**src/rtl/execute_operand_receiver_fwd_if.sv**
```systemverilog
// ----------------------------------------------------------------------------
// execute_operand_receiver_fwd_if
//
// Bundles every non-clock/reset signal of the execute-stage operand receiver.
//
//   Decode side      : in_valid, opcode_in, dest_in, s1_in, s2_in, imm_in,
//                      data_s1_in, data_s2_in
//   Execute forward  : ex_fwd_valid, ex_fwd_dest, ex_fwd_data, ex_fwd_pending
//   Writeback forward: wb_fwd_valid, wb_fwd_dest, wb_fwd_data
//   Pipeline control : stall_in, flush_in
//   Registered out   : a_out, b_out, imm_out, opcode_out, dest_out, out_valid,
//                      fwd_sel_a, fwd_sel_b
//   Upstream request : hazard_stall (combinational)
//
// The master modport is the surrounding pipeline; the slave modport is the
// receiver itself.
// ----------------------------------------------------------------------------
interface execute_operand_receiver_fwd_if #(
    parameter int unsigned DATA_W = 32,
    parameter int unsigned REG_W  = 4,
    parameter int unsigned OPC_W  = 5
);
    // Decode stage
    logic              in_valid;
    logic [OPC_W-1:0]  opcode_in;
    logic [REG_W-1:0]  dest_in;
    logic [REG_W-1:0]  s1_in;
    logic [REG_W-1:0]  s2_in;
    logic [DATA_W-1:0] imm_in;
    logic [DATA_W-1:0] data_s1_in;
    logic [DATA_W-1:0] data_s2_in;

    // Execute-stage forwarding
    logic              ex_fwd_valid;
    logic [REG_W-1:0]  ex_fwd_dest;
    logic [DATA_W-1:0] ex_fwd_data;
    logic              ex_fwd_pending;

    // Writeback-stage forwarding
    logic              wb_fwd_valid;
    logic [REG_W-1:0]  wb_fwd_dest;
    logic [DATA_W-1:0] wb_fwd_data;

    // Pipeline control
    logic              stall_in;
    logic              flush_in;

    // Registered outputs
    logic [DATA_W-1:0] a_out;
    logic [DATA_W-1:0] b_out;
    logic [DATA_W-1:0] imm_out;
    logic [OPC_W-1:0]  opcode_out;
    logic [REG_W-1:0]  dest_out;
    logic              out_valid;
    logic [1:0]        fwd_sel_a;
    logic [1:0]        fwd_sel_b;

    // Combinational hold request to decode
    logic              hazard_stall;

    modport master (
        output in_valid, opcode_in, dest_in, s1_in, s2_in, imm_in,
               data_s1_in, data_s2_in,
               ex_fwd_valid, ex_fwd_dest, ex_fwd_data, ex_fwd_pending,
               wb_fwd_valid, wb_fwd_dest, wb_fwd_data,
               stall_in, flush_in,
        input  a_out, b_out, imm_out, opcode_out, dest_out, out_valid,
               fwd_sel_a, fwd_sel_b, hazard_stall
    );

    modport slave (
        input  in_valid, opcode_in, dest_in, s1_in, s2_in, imm_in,
               data_s1_in, data_s2_in,
               ex_fwd_valid, ex_fwd_dest, ex_fwd_data, ex_fwd_pending,
               wb_fwd_valid, wb_fwd_dest, wb_fwd_data,
               stall_in, flush_in,
        output a_out, b_out, imm_out, opcode_out, dest_out, out_valid,
               fwd_sel_a, fwd_sel_b, hazard_stall
    );
endinterface

```
**src/rtl/execute_operand_receiver_fwd.sv**
```systemverilog
// ----------------------------------------------------------------------------
// execute_operand_receiver_fwd
//
// Execute-stage input register. Each cycle it captures the decoded
// instruction and picks each source operand from execute-stage forwarding,
// writeback-stage forwarding or the register-file read, in that priority.
// A load still in flight in execute (ex_fwd_pending) that feeds a source of
// the incoming instruction raises hazard_stall and inserts a bubble.
//
// Ports:
//   clk   - rising-edge clock
//   reset - synchronous, active-high; clears every registered output
//   bus   - slave side of execute_operand_receiver_fwd_if (decode inputs,
//           forwarding inputs, stall/flush, registered outputs, hazard_stall)
//
// Parameters:
//   DATA_W      - operand / immediate / result width
//   REG_W       - register address width
//   OPC_W       - opcode width
//   ZERO_REG_EN - when non-zero, register 0 is never forwarded and never
//                 causes a hazard
// ----------------------------------------------------------------------------
module execute_operand_receiver_fwd #(
    parameter int unsigned DATA_W      = 32,
    parameter int unsigned REG_W       = 4,
    parameter int unsigned OPC_W       = 5,
    parameter int unsigned ZERO_REG_EN = 0
) (
    input logic                          clk,
    input logic                          reset,
    execute_operand_receiver_fwd_if.slave bus
);

    // Operand source encoding reported on fwd_sel_a / fwd_sel_b
    localparam logic [1:0] SelRegFile  = 2'b00;
    localparam logic [1:0] SelExecute  = 2'b01;
    localparam logic [1:0] SelWriteback = 2'b10;

    // ------------------------------------------------------------------------
    // Source/destination matching
    // ------------------------------------------------------------------------
    function automatic logic src_match(
        input logic             stage_valid,
        input logic [REG_W-1:0] src,
        input logic [REG_W-1:0] stage_dest
    );
        logic zero_excluded;
        zero_excluded = (ZERO_REG_EN != 0) && (src == '0);
        return stage_valid && (src == stage_dest) && !zero_excluded;
    endfunction

    logic ex_hit_a;
    logic ex_hit_b;
    logic wb_hit_a;
    logic wb_hit_b;
    logic load_use;

    assign ex_hit_a = src_match(bus.ex_fwd_valid, bus.s1_in, bus.ex_fwd_dest);
    assign ex_hit_b = src_match(bus.ex_fwd_valid, bus.s2_in, bus.ex_fwd_dest);
    assign wb_hit_a = src_match(bus.wb_fwd_valid, bus.s1_in, bus.wb_fwd_dest);
    assign wb_hit_b = src_match(bus.wb_fwd_valid, bus.s2_in, bus.wb_fwd_dest);

    // A pending execute result cannot be forwarded yet; decode has to wait.
    assign load_use = bus.in_valid && bus.ex_fwd_pending && (ex_hit_a || ex_hit_b);

    // Suppressed during reset so upstream is never held by stale inputs.
    assign bus.hazard_stall = load_use && !reset;

    // ------------------------------------------------------------------------
    // Operand selection
    // ------------------------------------------------------------------------
    logic [DATA_W-1:0] opnd_a;
    logic [DATA_W-1:0] opnd_b;
    logic [1:0]        sel_a;
    logic [1:0]        sel_b;

    // A pending execute match falls through to writeback/regfile here; that
    // value is only ever captured when no hazard is raised (in_valid=0).
    always_comb begin
        opnd_a = bus.data_s1_in;
        sel_a  = SelRegFile;
        if (ex_hit_a && !bus.ex_fwd_pending) begin
            opnd_a = bus.ex_fwd_data;
            sel_a  = SelExecute;
        end else if (wb_hit_a) begin
            opnd_a = bus.wb_fwd_data;
            sel_a  = SelWriteback;
        end
    end

    always_comb begin
        opnd_b = bus.data_s2_in;
        sel_b  = SelRegFile;
        if (ex_hit_b && !bus.ex_fwd_pending) begin
            opnd_b = bus.ex_fwd_data;
            sel_b  = SelExecute;
        end else if (wb_hit_b) begin
            opnd_b = bus.wb_fwd_data;
            sel_b  = SelWriteback;
        end
    end

    // ------------------------------------------------------------------------
    // Stage register
    // ------------------------------------------------------------------------
    logic [DATA_W-1:0] a_q,     a_d;
    logic [DATA_W-1:0] b_q,     b_d;
    logic [DATA_W-1:0] imm_q,   imm_d;
    logic [OPC_W-1:0]  opc_q,   opc_d;
    logic [REG_W-1:0]  dest_q,  dest_d;
    logic              valid_q, valid_d;
    logic [1:0]        sel_a_q, sel_a_d;
    logic [1:0]        sel_b_q, sel_b_d;

    // Priority: flush > stall > hazard bubble > normal load.
    always_comb begin
        a_d     = a_q;
        b_d     = b_q;
        imm_d   = imm_q;
        opc_d   = opc_q;
        dest_d  = dest_q;
        valid_d = valid_q;
        sel_a_d = sel_a_q;
        sel_b_d = sel_b_q;

        if (bus.flush_in) begin
            a_d     = '0;
            b_d     = '0;
            imm_d   = '0;
            opc_d   = '0;
            dest_d  = '0;
            valid_d = 1'b0;
            sel_a_d = SelRegFile;
            sel_b_d = SelRegFile;
        end else if (bus.stall_in) begin
            // Downstream busy: everything keeps its value.
            valid_d = valid_q;
        end else if (load_use) begin
            // Bubble: control fields cleared, data fields left as they were.
            opc_d   = '0;
            dest_d  = '0;
            valid_d = 1'b0;
            sel_a_d = SelRegFile;
            sel_b_d = SelRegFile;
        end else begin
            a_d     = opnd_a;
            b_d     = opnd_b;
            imm_d   = bus.imm_in;
            opc_d   = bus.opcode_in;
            dest_d  = bus.dest_in;
            valid_d = bus.in_valid;
            sel_a_d = sel_a;
            sel_b_d = sel_b;
        end
    end

    always_ff @(posedge clk) begin
        if (reset) begin
            a_q     <= '0;
            b_q     <= '0;
            imm_q   <= '0;
            opc_q   <= '0;
            dest_q  <= '0;
            valid_q <= 1'b0;
            sel_a_q <= SelRegFile;
            sel_b_q <= SelRegFile;
        end else begin
            a_q     <= a_d;
            b_q     <= b_d;
            imm_q   <= imm_d;
            opc_q   <= opc_d;
            dest_q  <= dest_d;
            valid_q <= valid_d;
            sel_a_q <= sel_a_d;
            sel_b_q <= sel_b_d;
        end
    end

    assign bus.a_out      = a_q;
    assign bus.b_out      = b_q;
    assign bus.imm_out    = imm_q;
    assign bus.opcode_out = opc_q;
    assign bus.dest_out   = dest_q;
    assign bus.out_valid  = valid_q;
    assign bus.fwd_sel_a  = sel_a_q;
    assign bus.fwd_sel_b  = sel_b_q;

endmodule

```
**src/flat_wrapper.sv**
```systemverilog
// flat-port wrapper written by rule: the top's interface ports become plain ports
module execute_operand_receiver_fwd_flat 
#(
    parameter int unsigned DATA_W      = 32,
    parameter int unsigned REG_W       = 4,
    parameter int unsigned OPC_W       = 5,
    parameter int unsigned ZERO_REG_EN = 0
)
  (clk, reset, bus_in_valid, bus_opcode_in, bus_dest_in, bus_s1_in, bus_s2_in, bus_imm_in, bus_data_s1_in, bus_data_s2_in, bus_ex_fwd_valid, bus_ex_fwd_dest, bus_ex_fwd_data, bus_ex_fwd_pending, bus_wb_fwd_valid, bus_wb_fwd_dest, bus_wb_fwd_data, bus_stall_in, bus_flush_in, bus_a_out, bus_b_out, bus_imm_out, bus_opcode_out, bus_dest_out, bus_out_valid, bus_fwd_sel_a, bus_fwd_sel_b, bus_hazard_stall);
  execute_operand_receiver_fwd_if #(.DATA_W(DATA_W), .REG_W(REG_W), .OPC_W(OPC_W)) bus_i ();
  input logic clk;
  input logic reset;
  input wire logic [$bits(bus_i.in_valid)-1:0] bus_in_valid;
  input wire logic [$bits(bus_i.opcode_in)-1:0] bus_opcode_in;
  input wire logic [$bits(bus_i.dest_in)-1:0] bus_dest_in;
  input wire logic [$bits(bus_i.s1_in)-1:0] bus_s1_in;
  input wire logic [$bits(bus_i.s2_in)-1:0] bus_s2_in;
  input wire logic [$bits(bus_i.imm_in)-1:0] bus_imm_in;
  input wire logic [$bits(bus_i.data_s1_in)-1:0] bus_data_s1_in;
  input wire logic [$bits(bus_i.data_s2_in)-1:0] bus_data_s2_in;
  input wire logic [$bits(bus_i.ex_fwd_valid)-1:0] bus_ex_fwd_valid;
  input wire logic [$bits(bus_i.ex_fwd_dest)-1:0] bus_ex_fwd_dest;
  input wire logic [$bits(bus_i.ex_fwd_data)-1:0] bus_ex_fwd_data;
  input wire logic [$bits(bus_i.ex_fwd_pending)-1:0] bus_ex_fwd_pending;
  input wire logic [$bits(bus_i.wb_fwd_valid)-1:0] bus_wb_fwd_valid;
  input wire logic [$bits(bus_i.wb_fwd_dest)-1:0] bus_wb_fwd_dest;
  input wire logic [$bits(bus_i.wb_fwd_data)-1:0] bus_wb_fwd_data;
  input wire logic [$bits(bus_i.stall_in)-1:0] bus_stall_in;
  input wire logic [$bits(bus_i.flush_in)-1:0] bus_flush_in;
  output wire logic [$bits(bus_i.a_out)-1:0] bus_a_out;
  output wire logic [$bits(bus_i.b_out)-1:0] bus_b_out;
  output wire logic [$bits(bus_i.imm_out)-1:0] bus_imm_out;
  output wire logic [$bits(bus_i.opcode_out)-1:0] bus_opcode_out;
  output wire logic [$bits(bus_i.dest_out)-1:0] bus_dest_out;
  output wire logic [$bits(bus_i.out_valid)-1:0] bus_out_valid;
  output wire logic [$bits(bus_i.fwd_sel_a)-1:0] bus_fwd_sel_a;
  output wire logic [$bits(bus_i.fwd_sel_b)-1:0] bus_fwd_sel_b;
  output wire logic [$bits(bus_i.hazard_stall)-1:0] bus_hazard_stall;
  assign bus_i.in_valid = bus_in_valid;
  assign bus_i.opcode_in = bus_opcode_in;
  assign bus_i.dest_in = bus_dest_in;
  assign bus_i.s1_in = bus_s1_in;
  assign bus_i.s2_in = bus_s2_in;
  assign bus_i.imm_in = bus_imm_in;
  assign bus_i.data_s1_in = bus_data_s1_in;
  assign bus_i.data_s2_in = bus_data_s2_in;
  assign bus_i.ex_fwd_valid = bus_ex_fwd_valid;
  assign bus_i.ex_fwd_dest = bus_ex_fwd_dest;
  assign bus_i.ex_fwd_data = bus_ex_fwd_data;
  assign bus_i.ex_fwd_pending = bus_ex_fwd_pending;
  assign bus_i.wb_fwd_valid = bus_wb_fwd_valid;
  assign bus_i.wb_fwd_dest = bus_wb_fwd_dest;
  assign bus_i.wb_fwd_data = bus_wb_fwd_data;
  assign bus_i.stall_in = bus_stall_in;
  assign bus_i.flush_in = bus_flush_in;
  assign bus_a_out = bus_i.a_out;
  assign bus_b_out = bus_i.b_out;
  assign bus_imm_out = bus_i.imm_out;
  assign bus_opcode_out = bus_i.opcode_out;
  assign bus_dest_out = bus_i.dest_out;
  assign bus_out_valid = bus_i.out_valid;
  assign bus_fwd_sel_a = bus_i.fwd_sel_a;
  assign bus_fwd_sel_b = bus_i.fwd_sel_b;
  assign bus_hazard_stall = bus_i.hazard_stall;
  execute_operand_receiver_fwd #(.DATA_W(DATA_W), .REG_W(REG_W), .OPC_W(OPC_W), .ZERO_REG_EN(ZERO_REG_EN)) u_core (.clk(clk), .reset(reset), .bus(bus_i));
endmodule
```
**config.mk**
```make
export PLATFORM = sky130hd
export DESIGN_NAME = execute_operand_receiver_fwd_flat
export DESIGN_NICKNAME = d
export VERILOG_FILES = /design/src/rtl/execute_operand_receiver_fwd_if.sv /design/src/rtl/execute_operand_receiver_fwd.sv /design/src/flat_wrapper.sv
export SDC_FILE = /design/constraint.sdc
export NUM_CORES = 1
export LEC_CHECK = 0
export BUFFER_PORTS_ARGS = -buffer_cell sky130_fd_sc_hd__buf_2
export CELL_PAD_IN_SITES_DETAIL_PLACEMENT = 1
export CELL_PAD_IN_SITES_GLOBAL_PLACEMENT = 1
export CORE_MARGIN = 5
export CORE_UTILIZATION = 32
export DETAILED_ROUTE_END_ITERATION = 7
export PLACE_DENSITY = 0.8
export SLEW_MARGIN = 20
export SYNTH_ARGS = -nofsm -noshare
export SYNTH_HDL_FRONTEND = slang
export SYNTH_SLANG_ARGS = --single-unit
export TNS_END_PERCENT = 1
```
**constraint.sdc**
```tcl
create_clock -name clk -period 2.03 [get_ports clk]
set_input_delay 0 -clock clk [delete_from_list [all_inputs] [get_ports clk]]
set_output_delay 0 -clock clk [all_outputs]
set_load 0.005 [all_outputs]
```
==> impl_metrics.csv, run 1 <==
group,metric,value,unit
global_routing,grt_pass1_wl,40.5,mm
sta,period_share,0.840,
final_layout,drive_above_1_share,0.381,
place,gp_congestion,0.833,
final_layout,fillers,2062,
worst_setup_path,critPathKind,"in2reg",
pwr,p_leak,4.07,nW
sta,tns,0,ns
sta,slew_headroom,0.560,
synthesis,synthTopCellsByCount,"dfxtp_1, nand2_1, and4_1, or3_1, a32o_1",
cts,cts_resized,0,
worst_setup_path,r2r_cells,2,
place,port_buffers,303,
min_path,min_from,"bus_data_s1_in[5]",
routing,drtIter0Drc,443,
synthesis,ys_dominant_reg_cell,"dfxtp_1",
worst_setup_path,timing.rr.start,"u_core.bus.imm_out[7]",
cts,cts_buffers,9,
final_layout,finalCoreUtilization,0.495,
sta,worst_hold_slack,0.0134,ns
synthesis,synth_area,5670,sq um
worst_setup_path,cp.required,2.28,ns
routing,first_pass_iters,5,
place,postPlaceCellArea,7490,sq um
pwr,p_int,3.80,mW
global_routing,antenna_found_initial,5,
final_layout,final_area,8590,sq um
worst_setup_path,cp_max_fo,18,
cts,cts_root_buf,"clkbuf_16",
floorplan,dieWidth,143,microns
floorplan,start_util,0.327,
worst_setup_path,start_kind,"input port",
min_path,holdPathStages,3,
floorplan,ios,304,
floorplan,rows,48,
synthesis,ys_ff_latch,110,
floorplan,die_h,143,microns
synthesis,synth_cells,597,
place,hpwl,18.1,mm
final_layout,syn2layout_area_growth,51.4,%
sta,grt_setup_unrepaired,"no",
synthesis,synth_top_area_share,0.388,
pwr,power.switching,1.40,mW
flow_run,max_cap_viol_count,0,
pwr,switching_share,0.269,
synthesis,async_flop_share,0,
synthesis,synth_cell_types,33,
worst_setup_path,r2r_slack,1.28,ns
pwr,pwr-share-comb,0.203,
min_path,holdPathEnd,"u_core.bus.a_out[5]",
pwr,seqPwrFrac,0.438,
worst_setup_path,critical_path_arrival,1.96,ns
floorplan,die_area,20500,sq um
routing,vias,6692,
synthesis,yosys.cell_count.top_type,"dfxtp_1",
synthesis,ys_seq_area_frac,0.388,
global_routing,grt_usage,0.254,
global_routing,first_global_vias,7195,
pwr,clkPwrFrac,0.359,
pwr,power_density,606,nW/um^2
final_layout,multi_input_area,3170,sq um
sta,max_freq,0.587,GHz
synthesis,synth_edf_count,0,
synthesis,avgSynthCellArea,9.50,sq um
routing,ant_nets,0,
floorplan,core_area,17400,sq um
routing,drc,0,
outcome,status,"complete, no violations",
synthesis,yosysTopAreaCell,"dfxtp_1",
synthesis,synthTopCellsByArea,"dfxtp_1, a32o_1, and4_1",
cts,clk_pin_slew,0.07,ns
cts,htree_levels,3,
pwr,peakVddDrop,0.000426,V
cts,cts_max_path_buffers,2,
routing,drt-wirelength-per-cell,23.0,microns
sta,setup_violations,0,
worst_setup_path,r2r_end,"u_core.bus.imm_out[7]",
sta,fin_crit,1.70,ns
sta,tightestPinTransition,0.658,ns
final_layout,final-seq-area,2200,sq um
global_routing,grt_max_degree,65,
cts,clock-sinks,110,
cts,cts_tree,"done",
sta,finalMaxSlewViolations,0,
min_path,min_path_type,"in2reg",
worst_setup_path,end_kind,"flop",
sta,hold_viol,0,
routing,via_per_inst,5.68,
synthesis,syn_nets,790,
routing,wirelength,27.1,mm
global_routing,overflow,0,
synthesis,yosys_warnings,0,
pwr,p_total,5.20,mW
sta,finClkSkew,0,ns
cts,clock_latency,0.34,ns
final_layout,nNetsFinal,1139,
-- worst max path at each step --
stage | from | to | slack (ns) | cells past startpoint
2_1_floorplan | bus_wb_fwd_dest[3] | u_core.bus.a_out[10] | 0.42 | 6
3_3_place_gp | bus_s1_in[2] | u_core.bus.imm_out[3] | 0.22 | 6
3_5_place_dp | bus_wb_fwd_dest[3] | u_core.bus.b_out[8] | 0.20 | 7
4_1_cts | bus_in_valid | u_core.bus.imm_out[17] | 0.42 | 7
5_1_grt | bus_in_valid | u_core.bus.imm_out[7] | 0.24 | 7
6_report | bus_in_valid | u_core.bus.imm_out[7] | 0.33 | 7
-- placed cells by master (no fill, tap or decap), types with 2 or more instances in the layout --
cell type / netlist / final
buf_2: 7 / 303
dfxtp_1: 110 / 110
dlygate4sd3_1: 0 / 78
nand2_1: 66 / 66
and4_1: 62 / 62
or3_1: 60 / 60
a32o_1: 59 / 59
a211o_1: 56 / 56
mux2i_1: 32 / 32
buf_4: 0 / 21
a22o_1: 10 / 10
inv_1: 9 / 9
clkbuf_16: 0 / 9
xnor2_1: 10 / 8
nor3_1: 7 / 7
a211oi_1: 5 / 5
o32ai_1: 5 / 5
buf_12: 0 / 5
diode_2: 0 / 4
a21oi_1: 4 / 4
nor2_4: 0 / 3
or2b_1: 3 / 3
a211o_2: 3 / 3
clkbuf_8: 0 / 3
nand4_1: 2 / 2
o2111a_1: 2 / 2
xnor2_2: 0 / 2
a222oi_1: 2 / 2
nand3_2: 2 / 2
and4_2: 2 / 2
nor2_1: 6 / 2
o31ai_1: 2 / 2
-- cells by family after synthesis --
logic type | count (synthesis) | synth area share
simple gates | 217 | 0.237
buf+inv | 79 | 0.0618
mux | 32 | 0.0565
compound gates | 149 | 0.241
xor+xnor | 10 | 0.0154
flops | 110 | 0.388
-- worst max-delay path, stage by stage --
cell	delay (ns)
dlygate4sd3_1	0.55
buf_2	0.14
nand3_1	0.09
a21oi_1	0.09
nor2_4	0.53
buf_16	0.25
mux2i_1	0.28
-- power by group through the flow --
stage / combinational (mW) / clock [mW] / sequential, mW
2_1_floorplan: 0.413 / 0 / 2.33
3_3_place_gp: 0.891 / 0 / 2.32
3_5_place_dp: 0.909 / 0 / 2.32
4_1_cts: 1.03 / 1.93 / 2.27
5_1_grt: 1.13 / 2.00 / 2.28
6_report: 1.06 / 1.87 / 2.28
-- area by class of cell --
| cell class | instances | share of cell area |
|---|---|---|
| inverter | 9 | 0.00393 |
| clock inverter | 3 | 0.00495 |
| sequential | 110 | 0.256 |
| multi-input combinational | 408 | 0.369 |
| tap | 225 | 0.0328 |
| timing repair buffer | 408 | 0.301 |
| antenna | 4 | 0.00117 |
| clock buffer | 12 | 0.0310 |
-- flip-flops by register name, indices dropped and copies added, names as in the netlist --
register and count:
u_core.bus.fwd_sel_a 2, u_core.bus.dest_out 4, u_core.bus.out_valid 1, u_core.bus.b_out 32
u_core.bus.imm_out 32, u_core.bus.opcode_out 5, u_core.bus.a_out 32, u_core.bus.fwd_sel_b 2
-- metrics by stage --
stage / instances / setup WS (ns)
global route: 1178 / 0.240
CTS: 1175 / 0.418
finish: 1179 / 0.325
floorplan: 597 / 0.416
global placement: 1081 / 0.217
detailed placement: 1082 / 0.201
-- routing by layer --
metal,part of all wire,track usage
met1,0.39,0.302
met2,0.50,0.443
met5,0.00052,0
met3,0.064,0.0516
met4,0.039,0.109
-- what timing repair did --
item	in CTS	in global routing
endpoints found under the hold margin	72	0
setup buffers	0	0
setup endpoints to repair	0	0
hold buffers	78	0
Power figures use the tool's default switching activity.
==> run 2, diff against run 1 <==
Clock period 2.03 ns to 1.74 ns, I/O delays scaled along.
==> run 2 against run 1 <==
Total power is 21% higher. First-iteration DRC count is 5.6% lower. Global-route usage is 1.2 points higher. Clock power is 25% higher. Via count is 3.3% higher. Utilization is 2.1 points higher. Clock-buffer cell count is 3 lower. Register-to-register slack worse by 0.29 ns. Highest routed layer unchanged.
==> impl_metrics.csv, run 2 (synthesis gave the netlist of run 1 again) <==
group,metric,value,unit
outcome,status,"complete, no violations",
min_path,holdPathEnd,"u_core.bus.b_out[1]",
worst_setup_path,worstPathCellList,"dlygate4sd3_1 > buf_2 > nand3_1 > a21oi_1 > buf_4 > buf_4 > or3_1 > o32ai_1",
worst_setup_path,timing.rr.start,"u_core.bus.imm_out[11]",
routing,wirelength,28.1,mm
flow_run,max_cap_viol_count,0,
routing,drt-wirelength-per-cell,23.2,microns
place,gp_congestion,0.840,
sta,max_freq,0.592,GHz
worst_setup_path,r2r_slack,0.99,ns
global_routing,overflow,0,
floorplan,start_util,0.327,
worst_setup_path,r2r_cells,2,
floorplan,die_area,20500,sq um
global_routing,antenna_found_initial,5,
min_path,min_from,"bus_data_s2_in[1]",
cts,cts_root_buf,"clkbuf_16",
final_layout,layout_commonest_cell,"buf_2",
final_layout,drive_above_1_share,0.379,
final_layout,syn2layout_area_growth,57.9,%
cts,cts_max_path_buffers,2,
floorplan,die_h,143,microns
place,port_buffers,303,
cts,cts_buffers,9,
sta,tightestPinTransition,0.632,ns
worst_setup_path,cp.required,2.00,ns
pwr,peakVddDrop,0.000560,V
sta,finClkSkew,0,ns
global_routing,grt_usage,0.266,
worst_setup_path,end_kind,"flop",
floorplan,ios,304,
routing,first_pass_iters,5,
sta,period_share,0.971,
routing,vias,6915,
cts,htree_levels,3,
sta,worst_hold_slack,0.00865,ns
worst_setup_path,critPathKind,"in2reg",
routing,via_per_inst,5.71,
sta,hold_viol,0,
routing,drtIter0Drc,418,
pwr,p_leak,4.22,nW
worst_setup_path,worst_path_most_repeated_cell,"buf_4",
routing,drc,0,
worst_setup_path,cp_max_fo,7,
routing,ant_nets,0,
global_routing,grt_max_degree,65,
pwr,switching_share,0.279,
worst_setup_path,start_kind,"input port",
worst_setup_path,critical_path_arrival,1.95,ns
min_path,min_path_type,"in2reg",
cts,clock_latency,0.36,ns
pwr,power.switching,1.75,mW
final_layout,nNetsFinal,1168,
global_routing,first_global_vias,7585,
pwr,p_int,4.54,mW
floorplan,dieWidth,143,microns
sta,slew_headroom,0.579,
pwr,clkPwrFrac,0.370,
final_layout,finalCoreUtilization,0.516,
sta,fin_crit,1.69,ns
worst_setup_path,r2r_end,"u_core.bus.imm_out[11]",
floorplan,rows,48,
cts,clk_pin_slew,0.07,ns
cts,cts_tree,"done",
final_layout,final_cell_mix,"buf_2, dfxtp_1, dlygate4sd3_1",
pwr,seqPwrFrac,0.422,
worst_setup_path,crit_path_max_incr_delay,0.55,ns
pwr,power_density,703,nW/um^2
sta,finalMaxSlewViolations,0,
cts,clock-sinks,110,
place,hpwl,17.8,mm
global_routing,grt_pass1_wl,42.2,mm
worst_setup_path,slowest_stage,"dlygate4sd3_1",
pwr,pwr-share-comb,0.208,
min_path,holdPathStages,3,
floorplan,core_area,17400,sq um
sta,setup_violations,0,
## run 2: worst max path at each step
| stage | start | end | slack [ns] |
|---|---|---|---|
| floorplan | bus_wb_fwd_dest[3] | u_core.bus.a_out[10] | 0.13 |
| CTS | bus_in_valid | u_core.bus.a_out[30] | 0.11 |
| detailed placement | bus_s1_in[0] | u_core.bus.a_out[12] | -0.1 |
| finish | bus_in_valid | u_core.bus.a_out[30] | 0.05 |
| global route | bus_in_valid | u_core.bus.a_out[30] | -0.01 |
| global placement | bus_ex_fwd_dest[2] | u_core.bus.imm_out[1] | -0.09 |
## run 2: per-stage QoR
stage | power [mW] | setup WS (ns) | instances | setup TNS [ns] | area, sq um
4_1_cts | 6.28 | 0.105 | 1205 | 0 | 8930
3_5_place_dp | 3.81 | -0.0973 | 1089 | -2.27 | 7610
5_1_grt | 6.53 | -0.0133 | 1209 | -0.0133 | 8950
3_3_place_gp | 3.78 | -0.0910 | 1088 | -3.50 | 7590
2_1_floorplan | 3.20 | 0.126 | 597 | 0 | 5670
6_report | 6.30 | 0.0503 | 1211 | 0 | 8950
## run 2: power groups by stage
stage / logic [mW] / clock network [mW] / registers, mW
2_1_floorplan: 0.482 / 0 / 2.72
3_3_place_gp: 1.07 / 0 / 2.71
3_5_place_dp: 1.10 / 0 / 2.71
4_1_cts: 1.28 / 2.35 / 2.65
5_1_grt: 1.40 / 2.47 / 2.67
6_report: 1.31 / 2.33 / 2.65
## run 2: timing repair
action | CTS | global route
setup endpoints to repair | 0 | 1
buffers inserted | 0 | 0
hold buffers | 100 | 0
resized for setup | 0 | 1
endpoints found under the hold margin | 85 | 0
## run 2: final cells by class
class	instances	area, sq um
diodes	6	15.0
flip-flops and latches	110	2200
repair buffers	437	2920
inverters	9	33.8
clock inverters	7	98.8
clock buffers	9	225
fillers	2036	8400
multi-input cells	408	3180
well taps	225	282
## run 2: worst max-delay path: cells and delay by family
family | cells | cell delay, ns
buf+inv | 4 | 0.99
compound gates | 2 | 0.37
simple gates | 2 | 0.58
## run 2: metal layers
| layer | wire length [microns] | GRT usage | up-vias |
|---|---|---|---|
| met5 | 7 | 0 | - |
| li1 | - | - | 3099 |
| met1 | 10700 | 0.303 | 3372 |
| met2 | 14100 | 0.465 | 330 |
| met3 | 1820 | 0.0536 | 112 |
| met4 | 1480 | 0.142 | 2 |
==> run 3, diff against run 2 <==
Settings changed: CORE_UTILIZATION 32 to 33, CTS_BUF_LIST set to sky130_fd_sc_hd__clkbuf_8, PLACE_DENSITY 0.8 to 0.82.
==> run 3 against run 2 <==
Register-to-register slack hardly changed. Cell area grew 3.3%. First-iteration DRC count increased by 4.8%. Die area down 2.8%. Utilization increased by 2.6 points. Cell count grew 3.4%. Fmax grew 6.5%. Worst setup slack improved by 0.10 ns. Non-clock buffer count rose by 38. Largest cell class is now buffers.
==> impl_metrics.csv, run 3 (synthesis gave the netlist of run 1 again) <==
group,metric,value,unit
outcome,status,"complete, no violations",
cts,clock-sinks,110,
flow_run,max_cap_viol_count,0,
global_routing,grt_usage,0.279,
final_layout,final_area,9250,sq um
sta,hold_viol,0,
worst_setup_path,cp_max_fo,7,
floorplan,start_util,0.332,
place,hpwl,17.5,mm
sta,finClkSkew,0,ns
global_routing,first_global_vias,7816,
min_path,min_path_type,"in2reg",
global_routing,grt_busiest_layer,"met2",
sta,setup_violations,0,
sta,fin_crit,1.59,ns
final_layout,fillers,2003,
sta,slew_headroom,0.538,
sta,finalMaxSlewViolations,0,
sta,worst_hold_slack,0.0288,ns
sta,tns,0,ns
worst_setup_path,worstPathCellList,"dlygate4sd3_1 > buf_2 > nand3_1 > a21oi_1 > buf_4 > or3_1 > o32ai_1",
place,preCtsSetupSlack,-0.165,ns
worst_setup_path,slowest_stage,"dlygate4sd3_1",
floorplan,rows,48,
pwr,p_leak,4.35,nW
cts,cts_tree,"done",
routing,ant_nets,0,
worst_setup_path,r2r_slack,1.00,ns
global_routing,grt_util_met2,0.491,
routing,drt-wirelength-per-cell,23.3,microns
floorplan,die_h,141,microns
place,port_buffers,303,
worst_setup_path,start_kind,"input port",
sta,period_share,0.912,
floorplan,die_area,19900,sq um
worst_setup_path,crit_path_max_incr_delay,0.53,ns
global_routing,overflow,0,
final_layout,nNetsFinal,1206,
place,gp_congestion,0.826,
cts,clock_latency,0.39,ns
global_routing,grt_pass1_wl,43.9,mm
floorplan,dieWidth,141,microns
routing,vias,7180,
worst_setup_path,end_kind,"flop",
cts,htree_levels,3,
cts,cts_max_path_buffers,2,
floorplan,ios,304,
routing,drtIter0Drc,438,
floorplan,core_area,17100,sq um
cts,cts_resized,0,
pwr,power_density,653,nW/um^2
cts,cts_root_buf,"clkbuf_8",
global_routing,met3_usage,0.0512,
global_routing,grt_max_degree,65,
sta,grt_setup_unrepaired,"no",
routing,first_pass_iters,7,
sta,tightestPinTransition,0.693,ns
final_layout,final_cell_mix,"buf_2, dlygate4sd3_1, dfxtp_1",
routing,drc,0,
cts,cts_buffers,9,
global_routing,grt_use_met1,0.309,
sta,post-route-worst-setup-slack,0.154,ns
routing,wirelength,29.1,mm
place,postPlaceCellArea,7570,sq um
cts,clk_pin_slew,0.11,ns
sta,max_freq,0.630,GHz
final_layout,layout_commonest_cell,"buf_2",
global_routing,antenna_found_initial,9,
routing,via_per_inst,5.73,
pwr,peakVddDrop,0.000568,V
worst_setup_path,cp.required,2.03,ns
final_layout,syn2layout_area_growth,63.1,%
worst_setup_path,critical_path_arrival,1.88,ns
worst_setup_path,critPathKind,"in2reg",
final_layout,drive_above_1_share,0.365,
run 3: cell count changes in the layout (fill, tap and decap cells not counted), sizes merged:
cell	before	now
buf	337	341
bufinv	2	3
clkbuf	9	11
clkinv	4	0
clkinvlp	1	0
diode	6	9
dlygate4sd3	100	134
inv	9	11
run 3: stage by stage:
| step | total power [mW] | util | std cells |
|---|---|---|---|
| detailed placement | 3.79 | 0.444 | 1086 |
| global placement | 3.76 | 0.442 | 1085 |
| CTS | 5.97 | 0.537 | 1236 |
| global route | 6.24 | 0.542 | 1251 |
| finish | 6.04 | 0.542 | 1252 |
| floorplan | 3.20 | - | 597 |
run 3: per-layer routing:
layer | vias to the layer above | wire, microns
met3 | 117 | 1790
met2 | 371 | 14700
met4 | 2 | 1830
met1 | 3514 | 10700
met5 | - | 10
li1 | 3176 | -
run 3: final timing paths:
check,endpoint,cells after the start,startpoint
max,u_core.bus.b_out[20],7,bus_in_valid
min,u_core.bus.b_out[23],3,bus_data_s2_in[23]
max reg2reg,u_core.bus.imm_out[11],2,u_core.bus.imm_out[11]
min reg2reg,u_core.bus.fwd_sel_b[1],2,u_core.bus.fwd_sel_b[1]
run 3: power by group:
part / switching, mW / internal, mW / total, mW
Combinational: 0.666 / 0.720 / 1.39
Sequential: 0.0524 / 2.61 / 2.66
Clock: 0.963 / 1.03 / 1.99
Total: 1.68 / 4.36 / 6.04
run 3: layout make-up:
type	instances	area [sq um]	area share
diodes	9	22.5	0.00243
clock buffers	11	151	0.0164
clock inverters	5	97.6	0.0106
inverters	9	33.8	0.00365
multi-input cells	408	3170	0.343
flip-flops and latches	110	2200	0.238
well taps	225	282	0.0304
repair buffers	475	3290	0.355
run 3: worst max-delay path, delay by kind of cell:
kind	cells	cell delay (ns)
buffers and inverters	3	0.85
AOI/OAI and AO/OA	2	0.43
and+or+nand+nor	2	0.59
run 3: repair_timing:
action                     in CTS  in global routing
hold buffers                  134                  0
hold endpoints to repair      105                  0
setup endpoints to repair       0                  1
buffers inserted                0                  7
